**src/rtl/pwm_seq_pkg.sv**
```systemverilog
// Shared types and constants for the PWM duty sequencer.
// DUTY_CLAMP_EN (optional) enables command saturation to +/-MAX_DUTY.
package pwm_seq_pkg;

    localparam int DUTY_W       = 12;
    localparam int INT_W        = DUTY_W + 1;
    localparam int DEF_PERIOD   = 2000;
    localparam int DEF_MAX_DUTY = 670;

    typedef enum logic [2:0] {
        S_IDLE  = 3'd0,
        S_RAMP  = 3'd1,
        S_HOLD  = 3'd2,
        S_DWELL = 3'd3,
        S_FAULT = 3'd4
    } state_e;

    typedef logic signed [DUTY_W-1:0] duty_t;
    typedef logic signed [INT_W-1:0]  wide_t;

    function automatic duty_t sat_duty(input duty_t d, input int lim);
        duty_t r;
        r = d;
        if (int'(d) > lim) r = duty_t'(lim);
        else if (int'(d) < -lim) r = duty_t'(-lim);
        return r;
    endfunction

endpackage

```
**src/rtl/pwm_tick_gen.sv**
```systemverilog
// Free-running period counter; tick pulses on the last count of each period.
module pwm_tick_gen
    import pwm_seq_pkg::*;
#(
    parameter int PERIOD = DEF_PERIOD
) (
    input  logic clk,
    input  logic rst_n,
    output logic tick
);

    localparam int CW = (PERIOD > 1) ? $clog2(PERIOD) : 1;
    localparam logic [CW-1:0] LAST = CW'(PERIOD - 1);

    logic [CW-1:0] cnt_q;

    always_ff @(posedge clk) begin
        if (!rst_n) begin
            cnt_q <= '0;
        end else if (cnt_q == LAST) begin
            cnt_q <= '0;
        end else begin
            cnt_q <= cnt_q + 1'b1;
        end
    end

    assign tick = (cnt_q == LAST);

endmodule

```
**src/rtl/pwm_duty_sequencer.sv**
```systemverilog
// Soft-start / slew sequencer for the signed PWM duty ratio.
// Optional DUTY_CLAMP_EN saturates accepted commands to +/-MAX_DUTY.
module pwm_duty_sequencer
    import pwm_seq_pkg::*;
#(
    parameter int PERIOD      = DEF_PERIOD,
    parameter int STEP_W      = 8,
    parameter int DWELL_TICKS = 4
`ifdef DUTY_CLAMP_EN
    ,
    parameter int MAX_DUTY    = DEF_MAX_DUTY
`endif
) (
    input  logic                     clk,
    input  logic                     rst_n,
    input  logic                     enable,
    input  logic                     cmd_valid,
    input  logic signed [DUTY_W-1:0] cmd_duty,
    output logic                     cmd_ready,
    input  logic [STEP_W-1:0]        step_size,
    input  logic                     fault,
    input  logic                     fault_clr,
    output logic signed [DUTY_W-1:0] duty_ratio,
    output logic                     tick,
    output logic                     busy,
    output logic                     fault_latched,
    output logic [2:0]               state_o
);

    localparam int DW = (DWELL_TICKS > 1) ? $clog2(DWELL_TICKS) : 1;
    localparam logic [DW-1:0] DW_LAST = DW'(DWELL_TICKS - 1);

    state_e        state_q, state_d;
    duty_t         duty_q, duty_d;
    duty_t         target_q, target_d;
    logic          fault_q, fault_d;
    logic [DW-1:0] dwell_q, dwell_d;

    duty_t cmd_val, eff, goal, stepv;
    wide_t diff, mag;
    logic  accept, rev;

    pwm_tick_gen #(.PERIOD(PERIOD)) u_tick (
        .clk  (clk),
        .rst_n(rst_n),
        .tick (tick)
    );

`ifdef DUTY_CLAMP_EN
    assign cmd_val = sat_duty(cmd_duty, MAX_DUTY);
`else
    assign cmd_val = cmd_duty;
`endif

    assign cmd_ready = rst_n && (state_q != S_FAULT);
    assign accept    = cmd_valid && cmd_ready;
    assign eff       = enable ? target_q : '0;
    assign stepv     = (step_size == '0) ? duty_t'(1)
                                         : duty_t'({1'b0, step_size});

    // A sign reversal first ramps to zero so the motor passes through a dwell
    assign rev  = (duty_q != '0) && (eff != '0)
               && (duty_q[DUTY_W-1] != eff[DUTY_W-1]);
    assign goal = rev ? '0 : eff;
    assign diff = {goal[DUTY_W-1], goal} - {duty_q[DUTY_W-1], duty_q};
    assign mag  = diff[INT_W-1] ? -diff : diff;

    always_comb begin
        state_d  = state_q;
        duty_d   = duty_q;
        target_d = accept ? cmd_val : target_q;
        fault_d  = fault_q;
        dwell_d  = dwell_q;
        if (fault) begin
            state_d  = S_FAULT;
            duty_d   = '0;
            target_d = '0;
            fault_d  = 1'b1;
        end else begin
            unique case (state_q)
                S_IDLE: begin
                    duty_d = '0;
                    if (enable && eff != '0) state_d = S_RAMP;
                end
                S_RAMP: begin
                    if (tick) begin
                        if (mag <= {stepv[DUTY_W-1], stepv}) begin
                            duty_d = goal;
                            if (rev) begin
                                state_d = S_DWELL;
                                dwell_d = '0;
                            end else if (eff != '0 || enable) begin
                                state_d = S_HOLD;
                            end else begin
                                state_d = S_IDLE;
                            end
                        end else if (diff[INT_W-1]) begin
                            duty_d = duty_q - stepv;
                        end else begin
                            duty_d = duty_q + stepv;
                        end
                    end
                end
                S_DWELL: begin
                    duty_d = '0;
                    if (tick) begin
                        if (dwell_q == DW_LAST) state_d = S_RAMP;
                        else dwell_d = dwell_q + 1'b1;
                    end
                end
                S_HOLD: begin
                    if (eff != duty_q) state_d = S_RAMP;
                end
                S_FAULT: begin
                    duty_d   = '0;
                    target_d = '0;
                    if (fault_clr) begin
                        state_d = S_IDLE;
                        fault_d = 1'b0;
                    end
                end
                default: begin
                    state_d = S_IDLE;
                    duty_d  = '0;
                end
            endcase
        end
    end

    always_ff @(posedge clk) begin
        if (!rst_n) begin
            state_q  <= S_IDLE;
            duty_q   <= '0;
            target_q <= '0;
            fault_q  <= 1'b0;
            dwell_q  <= '0;
        end else begin
            state_q  <= state_d;
            duty_q   <= duty_d;
            target_q <= target_d;
            fault_q  <= fault_d;
            dwell_q  <= dwell_d;
        end
    end

    assign duty_ratio    = duty_q;
    assign busy          = (state_q == S_RAMP) || (state_q == S_DWELL);
    assign fault_latched = fault_q;
    assign state_o       = state_q;

endmodule

```
**config.mk**
```make
export PLATFORM = sky130hd
export DESIGN_NAME = pwm_duty_sequencer
export DESIGN_NICKNAME = d
export VERILOG_FILES = /design/src/rtl/pwm_seq_pkg.sv /design/src/rtl/pwm_tick_gen.sv /design/src/rtl/pwm_duty_sequencer.sv
export SDC_FILE = /design/constraint.sdc
export NUM_CORES = 1
export LEC_CHECK = 0
export ABC_AREA = 0
export CORE_AREA = 2 2 90 92
export DETAILED_ROUTE_END_ITERATION = 8
export DIE_AREA = 0 0 92 94
export PLACE_DENSITY_LB_ADDON = 0.3
export SYNTH_ARGS = -nofsm -noshare
export SYNTH_HDL_FRONTEND = slang
export SYNTH_SLANG_ARGS = --single-unit
```
**constraint.sdc**
```tcl
create_clock -name clk -period 13.44 [get_ports clk]
set_input_delay 3.36 -clock clk [delete_from_list [all_inputs] [get_ports clk]]
set_output_delay 3.36 -clock clk [all_outputs]
set_load 0.005 [all_outputs]
```
* Word-level counts from Yosys, hierarchy flattened
Index checks and enable logic that the tools add are counted.
** Storage, ports and cells
- Flip-flop bits (word level) :: 41
- Input bits :: 26
- Output and inout bits :: 19
- Word-level logic and storage cells :: 92
** Cells by class
- Add/sub/neg operators :: 6
- Magnitude comparators :: 1
- Eq/ne operators :: 25
- Multiplexer cells :: 28
- Bitwise operators :: 3
- Reduce and logical (&&, ||, !) cells :: 22
** Operators with widths (count)
- $mux 12 :: 5
- $mux 3 :: 8
- $ne 3x3->1 const B :: 8
- $pmux 12 s2 :: 1
- $reduce_bool 12->1 :: 2
- $reduce_and 7->1 :: 3
- $ne 2x2->1 const B :: 9
- $pmux 3 s5 :: 1
- $mux 2 :: 7
- $le 13x8->1 :: 1
- $mux 13 :: 1
- $neg 13->13 :: 1
- $sub 12x12->13 :: 1
- $add 12x9->12 :: 1
- $ne 12x12->1 :: 1
- $sub 12x9->12 :: 1
- $add 11x1->11 const B :: 1
- $eq 11x11->1 const B :: 1
- $logic_not 8->1 :: 1
- $mux 8 :: 1
- $eq 3x2->1 const B :: 2
- $reduce_bool 2->1 :: 3
- $logic_and 1x1->1 :: 5
- $pmux 2 s2 :: 1
- 12 further kinds :: 19

* Depth between registers and ports, before layout
Gate-level depths: netlist (run 1).
- Depth after elaboration :: 13
- Gate-level depth with buffers :: 28
- Depth with buffers taken out :: 26

* Modules after synthesis
Synthesis (run 1) repeated with hierarchy kept, for this count alone.
** Unflattened totals
- Cell total of the unflattened synthesis :: 605
- Area, all modules :: 4436.8 um2
** By module, submodules not included
- pwm_duty_sequencer :: instances 1, cells each 552, area each 3951.3 um2, sequential area each 600.6 um2
- pwm_tick_gen :: instances 1, cells each 53, area each 485.5 um2, sequential area each 220.2 um2

* Worst setup path before layout (run 1)
OpenSTA, ideal clock, no wires.
- Kind :: in2reg
- Start :: input enable
- End :: register duty_q[1], in the netlist duty_ratio[1]
- Setup time :: 136 ps
- Arrival :: 8590 ps
- Data required time :: 13304 ps
- Setup slack :: 4715 ps
- Stages on the path :: 28
- Path through :: buf_2 nand2_1 xnor2_2 and3_1 nor2_1 nand2_1 ha_1 fa_1 nand2b_1 and2_1 a311oi_4 nor4_2 o32ai_4 clkbuf_1 nor2_1 a21oi_1 ha_1 nor2b_1 o21a_1 o21a_1 o21a_1 o21a_1 o211ai_1 a21oi_1 or2_2 buf_2 o21ai_1 o221ai_1
** Between the ends
- Cells in the longest elaborated chain, start to end :: 12
- Elaborated cells on any way between the ends :: 14
** Ends and longest elaborated chain
- start, declared :: line pwm_duty_sequencer.sv:16 : input logic enable,
- $mux 12 * :: line pwm_duty_sequencer.sv:57 : assign eff = enable ? target_q : '0;
- $reduce_bool 12->1 :: line pwm_duty_sequencer.sv:62 : assign rev = (duty_q != '0) && (eff != '0)
- $logic_and 1x1->1 :: line pwm_duty_sequencer.sv:62
- $logic_and 1x1->1 :: line pwm_duty_sequencer.sv:63 : && (duty_q[DUTY_W-1] != eff[DUTY_W-1]);
- $mux 12 * :: line pwm_duty_sequencer.sv:64 : assign goal = rev ? '0 : eff;
- $sub 12x12->13 :: line pwm_duty_sequencer.sv:65 : assign diff = {goal[DUTY_W-1], goal} - {duty_q[DUTY_W-1], duty_q};
- $neg 13->13 :: line pwm_duty_sequencer.sv:66 : assign mag = diff[INT_W-1] ? -diff : diff;
- $mux 13 :: line pwm_duty_sequencer.sv:66
- $le 13x8->1 :: line pwm_duty_sequencer.sv:87 : if (mag <= {stepv[DUTY_W-1], stepv}) begin
- $mux 12 * :: line pwm_duty_sequencer.sv:87
- $mux 12 * :: line pwm_duty_sequencer.sv:86 : if (tick) begin
- $pmux 12 s2 * :: line pwm_duty_sequencer.sv:80 : unique case (state_q)
- end signal, assigned :: line pwm_duty_sequencer.sv:139 : duty_q <= duty_d;
- end, declared :: line pwm_duty_sequencer.sv:34 : duty_t duty_q, duty_d;
Mark *: on every way between the ends. The rest lies on a longest branch, timed or not. The select of a mux whose other input is x is not followed.
A chain may end at the register's enable or synchronous reset.

* Worst setup path in the final report (run 1)
- Start :: input enable
- End :: register duty_q[10], in the netlist duty_ratio[10]
The elaborated chain is that of the path after synthesis.

==> impl_metrics.json, run 1 <==
{
  "row_count": 32,
  "antenna_cells": 0,
  "cts_hold_buf": 0,
  "numPortBuffers": 44,
  "cts_tree": "yes",
  "mostFrequentLayoutCell": "nand2_1",
  "maxSlewViolCount": 0,
  "min_from": "u_tick.cnt_q[0]$_SDFF_PP0_",
  "cts_setup_buffers": 0,
  "place_ws_ps": 2976,
  "post_drt_wl_per_cell_um": 17.04,
  "dpl.hpwl_mm": 9.750,
  "clk_pin_slew_ps": 70,
  "hold_viol_final": 0,
  "outcome": "finished clean",
  "via_per_inst": 6.257,
  "finalWirelength_mm": 12.25,
  "arrival_ps": 10500,
  "holdPathStages": 1,
  "dp.cells": 711,
  "area_growth_pct": 12.40,
  "rrSetupSlack_ps": 6340,
  "syn_area_mm2": 0.004389,
  "cp.required_ps": 13680,
  "period_needed_ps": 10260,
  "critPathKind": "input port to flip-flop",
  "cp-start-kind": "input port",
  "cts_resized": 0,
  "leakagePower_nw": 1.949,
  "clkLatencyLatePin_ps": 300,
  "yosysUniqueCellTypes": 74,
  "ios": 45,
  "clock-sinks": 41,
  "initial_utilization": 0.5770,
  "final_cell_mix": "74 x nand2_1, 49 x nor2_1, 44 x clkdlybuf4s50_1",
  "grt-ovfl-total": 0,
  "period_share": 0.7635,
  "worst_slew_pin_slew_ps": 1012,
  "synth_edf_count": 0,
  "holdCritPathClass": "flip-flop to flip-flop",
  "reg2reg_depth": 26,
  "setup_viol": 0,
  "startpoint": "enable",
  "final_nets": 678,
  "r2r-end": "duty_ratio[10]$_SDFFE_PP0P_",
  "core_area_mm2": 0.007607,
  "clk_path_buf_depth": 2,
  "synth_nets": 648,
  "critical_path.max_fanout": 19,
  "ys_top_cells_by_area": "dfxtp_1 19%, ha_1 9.7%, xnor2_1 6.4%, nand2_1 6.3%, nor2_1 4.2%",
  "skew_ps": 5.196,
  "r2r-start": "duty_ratio[3]$_SDFFE_PP0P_",
  "finalSetupTns_ps": 0,
  "fin_cells": 719,
  "dr.pass1.iters": 5,
  "clockRootBuffer": "clkbuf_8",
  "yosys_warnings": 0,
  "netlist_instances": 586,
  "grt_pass1_wl_mm": 20.40,
  "postSynth.topFlopCell": "dfxtp_1",
  "max_slew_margin": 0.3228,
  "cap_viol_max_count": 0,
  "drt-initial-drc-count": 428,
  "crit_end": "duty_ratio[10]$_SDFFE_PP0P_",
  "peakVddDrop_v": 0.00005493,
  "avgSynthCellArea_um2": 7.490,
  "max_freq_ghz": 0.09745,
  "layout_setup_ws_ps": 3179,
  "grt_pass1_vias": 4236,
  "synth_top_cell_by_area": "dfxtp_1",
  "fillerInstances": 641,
  "crit_path_end_kind": "flip-flop",
  "drive_gt1_frac": 0.05511,
  "synth-async-reset-ratio": 0,
  "ys_seq_elements": 41,
  "rsz0062_at_grt": "false",
  "drcViolationCount": 0,
  "htreeDepth": 2,
  "cts-buffers-inserted": 5,
  "cellPowerDensity_mw_per_mm2": 57.99,
  "fp.dieH_um": 94,
  "yosysSeqAreaShare": 0.1870,
  "vias": 4499,
  "synth_top_area_share": 0.1870,
  "grt_max_degree": 20,
  "die_area_mm2": 0.008648,
  "antenna_left": 0,
  "fp.dieW_um": 92,
  "antenna_found_initial": 0,
  "globalplace.congestion": 1.033,
  "grt_use_total": 0.2932
}
-- flip-flops by register name (all words and copies together), names as in the netlist --
register	count
fault_latched	1
target_q	12
u_tick.cnt_q	11
state_o	3
dwell_q	2
duty_ratio	12
-- synth_stat cells, types with 5 or more instances --
cell type	n
clkbuf_1	11
a32oi_1	7
nor2b_1	5
o21ai_0	18
nand3_1	29
a21oi_1	32
nand3b_1	5
inv_1	39
xnor2_1	32
or2_2	5
nor2_1	49
nor4_1	5
o211ai_1	10
o22ai_1	5
a211oi_1	8
nand2b_1	7
nand4_1	10
nor4_2	6
nor3_1	12
xor2_1	11
o21a_1	10
and2_1	15
buf_2	8
nand2_1	74
a31oi_1	6
ha_1	34
or3_1	7
and3_1	11
dfxtp_1	41
-- where the power goes --
group / switching (W) / total, W / internal, W
clock: 0.0000416 / 0.0000785 / 0.0000369
combinational: 0.0000472 / 0.0000809 / 0.0000338
sequential: 0.00000324 / 0.000127 / 0.000123
total: 0.0000920 / 0.000286 / 0.000194
-- through the flow --
| stage | hold WS (ps) | instance area [µm²] | total power, W | util |
|---|---|---|---|---|
| after global placement | 433.9 | 4853 | 0.0002063 | 0.6380 |
| after detailed placement | 445.9 | 4853 | 0.0002081 | 0.6380 |
| after floorplan | 417.5 | 4389 | 0.0001839 | - |
| after global routing | 483.2 | 4933 | 0.0002992 | 0.6485 |
| after CTS | 459.8 | 4933 | 0.0002850 | 0.6485 |
| final | 463.4 | 4933 | 0.0002861 | 0.6485 |
-- per-layer routing --
metal / global-route usage / wire (µm) / part of all wire
met1: 0.4041 / 5575 / 0.45
met2: 0.4749 / 5535 / 0.45
met5: 0 / 0 / 0
met4: 0.1082 / 324 / 0.026
met3: 0.03050 / 818 / 0.067
-- cells by family after synthesis --
family | Yosys count | share of synthesized area
xor+xnor | 44 | 0.08951
buf+inv | 62 | 0.06043
simple gates | 256 | 0.3067
compound gates | 141 | 0.2360
mux | 6 | 0.01425
fa+ha+maj | 36 | 0.1060
flops | 41 | 0.1870
-- final cells by class --
cell class                      count  area (µm²)  area share
Sequential cell                    41       820.8      0.1664
Inverter                           39       146.4     0.02967
Tap cell                          102       127.6     0.02587
Multi-Input combinational cell    483        3303      0.6695
Timing Repair Buffer               46       455.4     0.09232
Clock buffer                        8       80.08     0.01623
-- how the worst min path moves through the flow --
stage                                      end  slack [ps]
floorplan           u_tick.cnt_q[0]$_SDFF_PP0_         420
global placement    u_tick.cnt_q[0]$_SDFF_PP0_         430
detailed placement  u_tick.cnt_q[0]$_SDFF_PP0_         450
CTS                 u_tick.cnt_q[0]$_SDFF_PP0_         460
global route        u_tick.cnt_q[0]$_SDFF_PP0_         480
finish              u_tick.cnt_q[0]$_SDFF_PP0_         460
-- critical path, stage by stage --
cell	delay, ps
clkdlybuf4s50_1	840
nand2_1	190
xnor2_2	210
and3_1	270
nor2_1	380
and2_1	250
inv_1	70
fa_1	430
nand2b_1	180
and2_1	220
a41oi_2	380
nor4_2	120
o32ai_4	680
inv_1	210
nor2_1	170
xnor2_1	140
ha_1	290
nor2b_1	150
o21ai_0	210
a21boi_0	150
o21ai_0	240
a21oi_1	160
o21a_1	230
o41a_1	320
a31oi_1	170
or3b_1	360
nand4_1	90
Note: power is estimated with default switching activity, not from simulation.
==> inputs of run 2 (changes only) <==
==> constraint.sdc (replaced) <==
create_clock -name clk -period 10.69 [get_ports clk]
set_input_delay 2.6725 -clock clk [delete_from_list [all_inputs] [get_ports clk]]
set_output_delay 2.6725 -clock clk [all_outputs]
set_load 0.005 [all_outputs]
==> run 2 against run 1 <==
Effect of this change:
- register-to-register slack lost 2400 ps
- sequential share of layout area shrank 0.18 points
- critical path type unchanged
- wire length grew 1.6%
- clock power rose by 68%
- first-iteration DRC count down 1.2%
- critical endpoint unchanged
- clock skew is 1.5 ps higher
==> impl_metrics.json, run 2 (synthesized netlist as in run 1, its figures left out) <==
{
  "min_from": "u_tick.cnt_q[0]$_SDFF_PP0_",
  "crit_path_end_kind": "flip-flop",
  "finalSetupTns_ps": 0,
  "seq_area_um2": 820.8,
  "critPathKind": "input port to flip-flop",
  "cp-start-kind": "input port",
  "dp.cells": 713,
  "crit_family": "compound AO/OA/AOI/OAI gates",
  "dr.pass1.iters": 7,
  "numPortBuffers": 44,
  "holdCritPathClass": "flip-flop to flip-flop",
  "worst_slew_pin_slew_ps": 821.9,
  "r2r-end": "duty_ratio[10]$_SDFFE_PP0P_",
  "clk_path_buf_depth": 2,
  "vias": 4506,
  "area_growth_pct": 13.65,
  "fillerInstances": 667,
  "max_slew_margin": 0.4491,
  "multi_input_area_mm2": 0.003303,
  "ios": 45,
  "r2r-start": "duty_ratio[3]$_SDFFE_PP0P_",
  "initial_utilization": 0.5770,
  "via_per_inst": 6.250,
  "dpl.hpwl_mm": 9.942,
  "critPathMaxStageDelay_ps": 850,
  "reg2reg_depth": 26,
  "antenna_cells": 0,
  "grt-ovfl-total": 0,
  "drive_gt1_frac": 0.06300,
  "drcViolationCount": 0,
  "period_share": 0.8599,
  "grt_use_total": 0.2969,
  "clockRootBuffer": "clkbuf_8",
  "cp.required_ps": 10930,
  "core_area_mm2": 0.007607,
  "final_cell_mix": "74 x nand2_1, 49 x nor2_1, 44 x clkdlybuf4s50_1",
  "fp.dieH_um": 94,
  "holdPathStages": 1,
  "finalWirelength_mm": 12.46,
  "rsz0062_at_grt": "false",
  "period_needed_ps": 9193,
  "grt_pass1_vias": 4231,
  "cts_tree": "yes",
  "fp.dieW_um": 92,
  "clkLatencyLatePin_ps": 300,
  "cts_setup_buffers": 0,
  "die_area_mm2": 0.008648,
  "holdPathEnd": "u_tick.cnt_q[0]$_SDFF_PP0_",
  "cts_hold_buf": 0,
  "drt-initial-drc-count": 423,
  "skew_ps": 6.719,
  "leakagePower_nw": 1.976,
  "cts_resized": 0,
  "htreeDepth": 2,
  "grt_pass1_wl_mm": 20.73,
  "rrSetupSlack_ps": 3960,
  "globalplace.congestion": 1.034,
  "arrival_ps": 9430,
  "cp_slowest_cell": "clkdlybuf4s50_1",
  "row_count": 32,
  "outcome": "finished clean",
  "antenna_found_initial": 0,
  "mostFrequentLayoutCell": "nand2_1",
  "post_drt_wl_per_cell_um": 17.28,
  "peakVddDrop_v": 0.0001056,
  "final_util": 0.6558,
  "grt_max_degree": 20,
  "final_nets": 680,
  "hold_viol_final": 0,
  "critPathBufInv": 3,
  "critical_path.max_fanout": 19,
  "cellPowerDensity_mw_per_mm2": 78.91,
  "clk_pin_slew_ps": 80,
  "antenna_left": 0,
  "max_freq_ghz": 0.1088,
  "cap_viol_max_count": 0,
  "cts-buffers-inserted": 5,
  "fin_cells": 721,
  "clock-sinks": 41,
  "maxSlewViolCount": 0,
  "setup_viol": 0
}
## run 2: cell count changes in the layout (fill, tap and decap cells not counted), sizes merged
cell	before	now
bufinv	0	1
clkinvlp	0	1
clkbuf	8	6
buf	2	4
## run 2: layer usage
metal  share of wire  track usage  up-vias
met3           0.080      0.04013       41
met4           0.032       0.1082        0
li1                -            -     2192
met2            0.45       0.4841      206
met1            0.44       0.4018     2067
met5               0            0        -
## run 2: area by class of cell
cell class / count / share of cell area
clock inverters: 2 / 0.007524
clock buffers: 6 / 0.01655
well taps: 102 / 0.02558
inverters: 39 / 0.02935
flip-flops and latches: 41 / 0.1645
multi-input cells: 483 / 0.6622
repair buffers: 48 / 0.09431
## run 2: worst max-delay path by stage
stage,from,end,slack [ps],depth (start not counted)
2_1_floorplan,enable,duty_ratio[1]$_SDFFE_PP0P_,2650,28
3_3_place_gp,enable,duty_ratio[10]$_SDFFE_PP0P_,1520,27
3_5_place_dp,enable,duty_ratio[10]$_SDFFE_PP0P_,1310,27
4_1_cts,enable,duty_ratio[10]$_SDFFE_PP0P_,1600,27
5_1_grt,enable,duty_ratio[10]$_SDFFE_PP0P_,810,27
6_report,enable,duty_ratio[10]$_SDFFE_PP0P_,1500,27
## run 2: report_power, final
| part | switching [W] | internal, W | leakage (nW) |
|---|---|---|---|
| clock | 0.0000560 | 0.0000759 | 0.0574 |
| sequential | 0.00000404 | 0.000155 | 0.332 |
| combinational | 0.0000593 | 0.0000433 | 1.59 |
| total | 0.000119 | 0.000274 | 1.98 |
## run 2: stage by stage
| step | setup slack [ps] | hold WS [ps] | cell area [µm²] | total power (W) |
|---|---|---|---|---|
| 2_1_floorplan | 2652 | 417.5 | 4389 | 0.0002312 |
| 3_3_place_gp | 1521 | 434.5 | 4868 | 0.0002604 |
| 3_5_place_dp | 1314 | 446.0 | 4868 | 0.0002626 |
| 4_1_cts | 1595 | 465.4 | 4989 | 0.0003931 |
| 5_1_grt | 814.3 | 482.9 | 4989 | 0.0004100 |
| 6_report | 1497 | 461.1 | 4989 | 0.0003936 |
==> inputs of run 3 (changes only) <==
--- a/config.mk
+++ b/config.mk
@@ -7,9 +7,11 @@
 export LEC_CHECK = 0
 export ABC_AREA = 0
 export CORE_AREA = 2 2 90 92
+export CTS_CLUSTER_SIZE = 30
 export DETAILED_ROUTE_END_ITERATION = 8
 export DIE_AREA = 0 0 92 94
 export PLACE_DENSITY_LB_ADDON = 0.3
+export REMOVE_ABC_BUFFERS = 1
 export SYNTH_ARGS = -nofsm -noshare
 export SYNTH_HDL_FRONTEND = slang
 export SYNTH_SLANG_ARGS = --single-unit
==> run 3 against run 2 <==
Effect of this change:
- final area down 0.33%
- global-route usage rose by 0.11 points
- clock skew up 8.2 ps
- die area stayed put
- final cell count is 0.14% lower
- sequential share of layout area is 0.054 points higher
- total power is 0.67% lower
- flip-flop and latch count did not move
- via count increased by 2.4%
- critical endpoint unchanged
- largest power group unchanged
==> impl_metrics.json, run 3 (synthesized netlist as in run 1, its figures left out) <==
{
  "antenna_cells": 0,
  "numPortBuffers": 44,
  "max_slew_margin": 0.2911,
  "fp.dieH_um": 94,
  "initial_utilization": 0.5770,
  "antenna_left": 0,
  "drcViolationCount": 0,
  "cts_setup_buffers": 0,
  "post_drt_wl_per_cell_um": 17.68,
  "htreeDepth": 2,
  "leakagePower_nw": 1.970,
  "cap_viol_max_count": 0,
  "clock-sinks": 41,
  "area_growth_pct": 13.28,
  "startpoint": "enable",
  "seq_area_um2": 820.8,
  "skew_ps": 14.87,
  "mostFrequentLayoutCell": "nand2_1",
  "cts_hold_buf": 0,
  "period_needed_ps": 9483,
  "holdCritPathClass": "flip-flop to flip-flop",
  "hold_ws_ps": 447.6,
  "drive_gt1_frac": 0.05987,
  "cellPowerDensity_mw_per_mm2": 78.63,
  "final_nets": 679,
  "finalWirelength_mm": 12.73,
  "cts_tree": "yes",
  "crit_path_end_kind": "flip-flop",
  "grt_max_degree": 20,
  "arrival_ps": 9730,
  "critPathKind": "input port to flip-flop",
  "vias": 4614,
  "cp_slowest_cell": "clkdlybuf4s50_1",
  "peakVddDrop_v": 0.0001025,
  "cp-start-kind": "input port",
  "critPathBufInv": 2,
  "clockRootBuffer": "clkbuf_8",
  "final_cell_mix": "74 x nand2_1, 49 x nor2_1, 44 x clkdlybuf4s50_1",
  "grt_pass1_wl_mm": 20.70,
  "finalSetupTns_ps": 0,
  "rsz0062_at_grt": "false",
  "critPathMaxStageDelay_ps": 860,
  "row_count": 32,
  "setup_viol": 0,
  "fillerInstances": 698,
  "grt_use_total": 0.2980,
  "ios": 45,
  "maxSlewViolCount": 0,
  "core_area_mm2": 0.007607,
  "critical_path.max_fanout": 19,
  "die_area_mm2": 0.008648,
  "via_per_inst": 6.408,
  "clkLatencyLatePin_ps": 300,
  "crit_family": "compound AO/OA/AOI/OAI gates",
  "min_from": "u_tick.cnt_q[0]$_SDFF_PP0_",
  "r2r-start": "duty_ratio[3]$_SDFFE_PP0P_",
  "cp.required_ps": 10940,
  "dr.pass1.iters": 6,
  "cts_resized": 0,
  "drt-initial-drc-count": 394,
  "multi_input_area_mm2": 0.003303,
  "worst_slew_pin_slew_ps": 1058,
  "period_share": 0.8871,
  "max_freq_ghz": 0.1055,
  "power.total_w": 0.0003910,
  "globalplace.congestion": 0.9045,
  "outcome": "finished clean",
  "clk_pin_slew_ps": 90,
  "fp.dieW_um": 92,
  "grt-ovfl-total": 0,
  "hold_viol_final": 0,
  "dpl.hpwl_mm": 9.695,
  "cts-buffers-inserted": 5,
  "grt_pass1_vias": 4287,
  "clk_path_buf_depth": 2,
  "antenna_found_initial": 0
}
-- run 3: cell types whose count changed in the layout (fill, tap and decap cells not counted), sizes merged --
| cell | delta |
|---|---|
| buf | -1 |
| clkinvlp | -1 |
| clkinv | +1 |
-- run 3: path summary, 6_finish.rpt --
kind,cells after the start,slack (ps),endpoint
hold / removal,1,450,u_tick.cnt_q[0]$_SDFF_PP0_
setup reg to reg,26,3690,duty_ratio[10]$_SDFFE_PP0P_
setup / recovery,27,1210,duty_ratio[10]$_SDFFE_PP0P_
hold reg to reg,1,450,u_tick.cnt_q[0]$_SDFF_PP0_
-- run 3: layout make-up --
cell class                 count  area share
timing repair buffer          47     0.09311
inverter                      39     0.02944
clock buffer                   6     0.01459
sequential                    41      0.1651
multi-input combinational    483      0.6643
tap                          102     0.02567
clock inverter                 2    0.007801
-- run 3: through the flow --
step / util / std cells / worst slack (ps) / cell area, µm²
3_3_place_gp: 0.6390 / 712 / 1278 / 4861
6_report: 0.6536 / 720 / 1207 / 4972
4_1_cts: 0.6536 / 720 / 1283 / 4972
2_1_floorplan: - / 563 / 2683 / 4270
3_5_place_dp: 0.6390 / 712 / 1012 / 4861
5_1_grt: 0.6536 / 720 / 674.4 / 4972
-- run 3: layer usage --
metal	track usage	up-vias	share of wire
li1	-	2192	-
met1	0.3984	2137	0.41
met2	0.4994	245	0.46
met3	0.04093	40	0.096
met4	0.09204	0	0.027
met5	0	-	0
-- run 3: power breakdown --
group	switching, W	leakage (nW)	internal (W)
Clock	0.0000572	0.0554	0.0000702
Sequential	0.00000395	0.332	0.000155
Combinational	0.0000616	1.58	0.0000430
Total	0.000123	1.97	0.000268
-- run 3: worst reg2reg max path: stages (launching register included) --
cell	delay, ps
dfxtp_1	510
nor4_2	450
nand3_2	210
and3_1	270
nor2_1	340
nand2_1	120
ha_1	230
fa_1	390
nand2b_1	170
and2_1	210
a41oi_2	380
nor4_2	130
o32ai_4	700
inv_1	230
nor2_1	170
xnor2_1	140
ha_1	290
nor2b_1	140
o21ai_0	180
a21boi_0	140
o21ai_0	240
a21oi_1	140
o21a_1	210
o41a_1	300
a31oi_1	200
or3b_1	370
nand4_1	90
